===== src/rtl/rs485_slave_responder.sv =====
// rs485_slave_responder
//   Half-duplex RS485 slave front end. Receives UART-framed bytes on rx and
//   compares each good byte against SLAVE_ADDR. On a match it latches the
//   payload, enables the line driver, idles high for a turnaround period,
//   then sends N_BYTES framed bytes back-to-back (byte 0 first, LSB first).
//
// Ports
//   clk        system clock, rising edge
//   reset      synchronous, active-high
//   rx         serial receive line (asynchronous, idle high)
//   payload    response bytes; byte k = payload[8k+7:8k]
//   tx_en      transceiver driver enable
//   tx         serial transmit line (idle high)
//   busy       high from addr_match through tx_done
//   addr_match one-cycle pulse on a good frame equal to SLAVE_ADDR
//   tx_done    one-cycle pulse when the last stop bit completes
//   frame_err  one-cycle pulse on bad stop bit or parity mismatch
module rs485_slave_responder #(
  parameter logic [7:0] SLAVE_ADDR      = 8'h01,
  parameter int         N_BYTES         = 2,
  parameter int         CLKS_PER_BIT    = 50,
  parameter int         PARITY_EN       = 0,
  parameter int         TURNAROUND_BITS = 1
) (
  input  logic                   clk,
  input  logic                   reset,
  input  logic                   rx,
  input  logic [8*N_BYTES-1:0]   payload,
  output logic                   tx_en,
  output logic                   tx,
  output logic                   busy,
  output logic                   addr_match,
  output logic                   tx_done,
  output logic                   frame_err
);

  localparam int TURN_CYC = TURNAROUND_BITS * CLKS_PER_BIT;
  localparam int CMAX     = (TURN_CYC > CLKS_PER_BIT) ? TURN_CYC : CLKS_PER_BIT;
  localparam int CW       = $clog2(CMAX + 1);
  localparam int BW       = (N_BYTES > 1) ? $clog2(N_BYTES) : 1;

  localparam logic [CW-1:0] HALF_END  = CW'(CLKS_PER_BIT / 2 - 1);
  localparam logic [CW-1:0] BIT_END   = CW'(CLKS_PER_BIT - 1);
  localparam logic [CW-1:0] TURN_END  = CW'(TURN_CYC - 1);
  localparam logic [BW-1:0] LAST_BYTE = BW'(N_BYTES - 1);

  typedef enum logic [3:0] {
    IDLE, RX_START, RX_DATA, RX_PAR, RX_STOP,
    TURN, TX_START, TX_DATA, TX_PAR, TX_STOP
  } state_t;

  state_t               state, state_n;
  logic [CW-1:0]        cnt, cnt_n;
  logic [2:0]           bit_idx, bit_n;
  logic [BW-1:0]        byte_idx, byte_n;
  logic [7:0]           rx_sh, rx_sh_n;
  logic                 rx_par, rx_par_n;
  logic [8*N_BYTES-1:0] tx_buf, tx_buf_n;
  logic                 tx_n, tx_en_n, busy_n, am_n, done_n, ferr_n;
  logic                 rx_s1, rx_s2, rx_prev;
  logic                 tick;

  // Two-flop synchroniser plus one extra stage for falling-edge detection.
  always_ff @(posedge clk) begin
    if (reset) begin
      rx_s1   <= 1'b1;
      rx_s2   <= 1'b1;
      rx_prev <= 1'b1;
    end else begin
      rx_s1   <= rx;
      rx_s2   <= rx_s1;
      rx_prev <= rx_s2;
    end
  end

  always_ff @(posedge clk) begin
    if (reset) begin
      state      <= IDLE;
      cnt        <= '0;
      bit_idx    <= '0;
      byte_idx   <= '0;
      rx_sh      <= '0;
      rx_par     <= 1'b0;
      tx_buf     <= '0;
      tx         <= 1'b1;
      tx_en      <= 1'b0;
      busy       <= 1'b0;
      addr_match <= 1'b0;
      tx_done    <= 1'b0;
      frame_err  <= 1'b0;
    end else begin
      state      <= state_n;
      cnt        <= cnt_n;
      bit_idx    <= bit_n;
      byte_idx   <= byte_n;
      rx_sh      <= rx_sh_n;
      rx_par     <= rx_par_n;
      tx_buf     <= tx_buf_n;
      tx         <= tx_n;
      tx_en      <= tx_en_n;
      busy       <= busy_n;
      addr_match <= am_n;
      tx_done    <= done_n;
      frame_err  <= ferr_n;
    end
  end

  assign tick = (cnt == BIT_END);

  // Outputs are registered: each transition sets the tx level for the bit
  // that starts on the same edge, so every bit lasts exactly CLKS_PER_BIT.
  always_comb begin
    state_n  = state;
    cnt_n    = cnt + 1'b1;
    bit_n    = bit_idx;
    byte_n   = byte_idx;
    rx_sh_n  = rx_sh;
    rx_par_n = rx_par;
    tx_buf_n = tx_buf;
    tx_n     = tx;
    tx_en_n  = tx_en;
    busy_n   = busy;
    am_n     = 1'b0;
    done_n   = 1'b0;
    ferr_n   = 1'b0;
    case (state)
      IDLE: begin
        cnt_n = '0;
        if (rx_prev && !rx_s2) state_n = RX_START;
      end
      RX_START: if (cnt == HALF_END) begin
        cnt_n   = '0;
        bit_n   = '0;
        state_n = rx_s2 ? IDLE : RX_DATA;  // high at mid-start = glitch
      end
      RX_DATA: if (tick) begin
        cnt_n   = '0;
        rx_sh_n = {rx_s2, rx_sh[7:1]};
        bit_n   = bit_idx + 3'd1;
        if (bit_idx == 3'd7) state_n = (PARITY_EN != 0) ? RX_PAR : RX_STOP;
      end
      RX_PAR: if (tick) begin
        cnt_n    = '0;
        rx_par_n = rx_s2;
        state_n  = RX_STOP;
      end
      RX_STOP: if (tick) begin
        cnt_n   = '0;
        state_n = IDLE;
        if (!rx_s2 || (PARITY_EN != 0 && (^rx_sh) != rx_par)) begin
          ferr_n = 1'b1;
        end else if (rx_sh == SLAVE_ADDR) begin
          am_n     = 1'b1;
          tx_buf_n = payload;
          busy_n   = 1'b1;
          tx_en_n  = 1'b1;
          byte_n   = '0;
          if (TURN_CYC == 0) begin
            state_n = TX_START;
            tx_n    = 1'b0;
          end else begin
            state_n = TURN;
          end
        end
      end
      TURN: if (cnt == TURN_END) begin
        cnt_n   = '0;
        state_n = TX_START;
        tx_n    = 1'b0;
      end
      TX_START: if (tick) begin
        cnt_n   = '0;
        bit_n   = '0;
        tx_n    = tx_buf[0];
        state_n = TX_DATA;
      end
      TX_DATA: if (tick) begin
        cnt_n = '0;
        if (bit_idx == 3'd7) begin
          if (PARITY_EN != 0) begin
            state_n = TX_PAR;
            tx_n    = ^tx_buf[7:0];
          end else begin
            state_n = TX_STOP;
            tx_n    = 1'b1;
          end
        end else begin
          bit_n = bit_idx + 3'd1;
          tx_n  = tx_buf[bit_idx + 3'd1];
        end
      end
      TX_PAR: if (tick) begin
        cnt_n   = '0;
        state_n = TX_STOP;
        tx_n    = 1'b1;
      end
      TX_STOP: if (tick) begin
        cnt_n = '0;
        if (byte_idx == LAST_BYTE) begin
          state_n = IDLE;
          done_n  = 1'b1;
          busy_n  = 1'b0;
          tx_en_n = 1'b0;
          tx_n    = 1'b1;
          byte_n  = '0;
        end else begin
          // Start bit follows the stop bit with no idle gap.
          byte_n   = byte_idx + 1'b1;
          tx_buf_n = tx_buf >> 8;
          state_n  = TX_START;
          tx_n     = 1'b0;
        end
      end
      default: state_n = IDLE;
    endcase
  end

endmodule


===== config.mk =====
export PLATFORM = sky130hd
export DESIGN_NAME = rs485_slave_responder
export DESIGN_NICKNAME = d
export VERILOG_FILES = /design/src/rtl/rs485_slave_responder.sv
export SDC_FILE = /design/constraint.sdc
export NUM_CORES = 1
export LEC_CHECK = 0
export CAP_MARGIN = 30
export CORE_ASPECT_RATIO = 1.2
export CORE_MARGIN = 1.5
export CORE_UTILIZATION = 50
export CTS_CLUSTER_SIZE = 24
export DETAILED_ROUTE_END_ITERATION = 10
export PLACE_DENSITY = 0.75
export SKIP_LAST_GASP = 1
export SYNTH_ARGS = -nofsm -noshare
export SYNTH_HDL_FRONTEND = slang
export SYNTH_SLANG_ARGS = --single-unit

===== constraint.sdc =====
create_clock -name clk -period 1.7 [get_ports clk]
set_input_delay 0.51 -clock clk [delete_from_list [all_inputs] [get_ports clk]]
set_output_delay 0.51 -clock clk [all_outputs]
set_load 0.02 [all_outputs]

==> reports/metrics.cfg <==
[layout]
antennaDiodeCount=0
fillCellCount=256
regArea_um2=937
layout.nets=340
fin_cells=373
drive_gt1_frac=0.423
utilization=0.794
final_area_um2=3430
area_growth_pct=50.9
multi_input_area_um2=1500

[sta]
fin_crit_sh=1.10
clock.fmax_mhz=536
relSlewSlack=0.748
setup_tns_ps=-1860
period_needed_ps=1870
finClkSkew_ps=2.52
rsz0062_at_grt=true
worstMarginPinSlew_ps=377
setup_violations=27
final_hold_viol_count=0
drv_slew=0
fin_ws_ps=-166

[synth]
avgSynthCellArea_um2=9.85
synth_common_cells=dfxtp_1 (46), nor2_1 (28), mux2i_1 (26)
yosys_most_used_dff=dfxtp_1
yosysSeqAreaShare=0.405
yosys_warnings=0
synth-seq-cells=46
synth_area_leader_cell=dfxtp_1
synthDominantCellAreaShare=0.405
synth_fp_nets=255
async_flop_share=0
synth_area_leaders=dfxtp_1 (40%), mux2i_1 (11%), nor2_1 (4.6%)
syn_inst=231
synth.distinct_cells=49
synth_edf_count=0
synth.most_common_cell=dfxtp_1
syn_area_um2=2280

[setup_path]
path_cells=or4b_4 -> o2111ai_4 -> o22ai_4 -> buf_12 -> buf_6 -> nor2_4 -> a211oi_2
cp_top_family=simple AND/OR/NAND/NOR gates
ff2ff_setup_slack_ps=-170
end_kind=flop
worstPathArrival_ps=2050
critPathMaxFanout=4
cpPeakStageDelay_ps=540
path_depth=7
r2r_start=state[1]
crit_path_start_kind=flop
worstReg2RegEnd=tx_buf[1]
worst_path_max_delay_cell=or4b_4
crit_buf_inv=2
cp.required_ps=1890
ff2ff_path_depth=7
critPathKind=reg -> reg

[clock_tree]
worstSkewPairLatency_ps=300
cts.sinks=46
numCtsBuffers=5
clk_path_buf_depth=2
htree_levels=2
cts_tree=built
ctsRootBufferMaster=clkbuf_8
clk_pin_slew_ps=90

[power_and_ir_drop]
powerDensity_nw_per_um2=703
peakVddDrop_mv=0.599
p_leak_nw=1.38

[worst_hold_path]
holdPathStages=1
worstHoldStart=rx_s1
min_path_type=reg -> reg
hold_path_end=rx_s2

[die]
start_util=0.526
die_width_um=64.6
die_area_um2=4970
pin_count=25
fp-row-count=26
core_area_um2=4330
die_y_um=76.9

[grt]
grt_pass1_wl_mm=9.95
grt_max_degree=16
grt_remaining_overflow=0
track_usage=0.255
antenna_found_initial=0
grt_pass1_vias=2125

[placement]
place_ws_ps=-167
io_buffers=24
place_congestion=0.868
dp_hpwl_mm=3.86
dp.cells=350
post_dp_cell_area_um2=2970

[routing]
via_per_inst=5.68
drt-wirelength-per-cell_um=16.9
drt_first_iter_violations=114
ant_nets=0
vias=2117
drc=0
routed_wl_mm=6.30
firstDrtPassIters=4

[status]
violations=negative setup slack
outcome=finished, violations left

[run]
maxCapViolCount=0

-- area by class of cell --
type	instances	area share
clock buffers	6	0.0240
clock inverters	2	0.00437
inverters	7	0.00765
multi-input cells	168	0.437
flip-flops and latches	46	0.273
well taps	56	0.0204
repair buffers	88	0.234
-- how the worst max path moves through the flow --
stage,start,end,slack [ps]
after CTS,bit_idx[0],tx,-180
after global placement,cnt[1],tx_buf[1],-120
after floorplan,bit_idx[0],tx,-60
after detailed placement,bit_idx[1],tx,-170
final,state[1],tx_buf[1],-170
after global routing,rx_sh[5],tx_buf[1],-230
-- state kept, by name (all words and copies together) (netlist names) --
register	flops
addr_match	1
tx	1
byte_idx	1
tx_done	1
frame_err	1
rx_sh	8
state	4
tx_buf	16
bit_idx	3
rx_s2	1
rx_prev	1
busy	1
cnt	6
rx_s1	1
-- through the flow --
stage          hold slack, ps  total power, mW
5_1_grt                   463             2.51
4_1_cts                   432             2.36
2_1_floorplan             389             1.38
3_5_place_dp              400             1.57
3_3_place_gp              392             1.56
6_report                  430             2.41
-- worst reg2reg max path: stages (launching register included) --
cell and delay, ps:
dfxtp_4 370, or4b_4 540, o2111ai_4 290, o22ai_4 140, buf_12 150, buf_6 110, nor2_4 90, a211oi_2 50
-- report_power, final --
group	total [mW]	switching [mW]	internal (mW)
clock	0.734	0.397	0.337
sequential	1.13	0.0197	1.11
combinational	0.553	0.272	0.281
total	2.41	0.689	1.73
-- layer usage --
layer / wire length [um] / up-vias / GRT usage
met5: 0 / - / 0
met4: 164 / 0 / 0.100
met3: 233 / 18 / 0.0425
met2: 3370 / 65 / 0.450
met1: 2530 / 1027 / 0.304
li1: - / 1007 / -
-- cells in the final DEF (no fill, tap or decap), drive strengths merged, types with 2 or more instances in the layout --
cell / count
o21ai: 7
and3: 2
clkdlybuf4s50: 18
nor2b: 4
o211ai: 2
a211oi: 8
nand4: 3
nor2: 31
nand2b: 3
xor2: 3
a21boi: 2
dfxtp: 46
mux2i: 26
nor3: 3
dlygate4sd2: 6
nand3: 10
ha: 5
inv: 9
clkbuf: 6
a22o: 8
buf: 64
nand2: 18
xnor2: 2
a21oi: 5
nor4: 3
o311ai: 2
o22ai: 3
nor4b: 4
or2: 4
-- cell families after synthesis --
group                      Yosys count  synth area share
buffers and inverters               18            0.0423
AOI/OAI and AO/OA                   41             0.163
adders and majority gates            5            0.0275
DFF                                 46             0.405
xor gates and xnor gates             5            0.0192
muxes                               27             0.124
and+or+nand+nor                     89             0.219
-- timing repair --
item / 4_1_cts / 5_1_grt
pin swaps: 19 / 13
hold buffers: 0 / 0
resized for setup: 41 / 23
setup buffers: 9 / 6
gates cloned: 1 / 0
endpoints found under the setup margin: 45 / 40
Power figures use the tool's default switching activity.
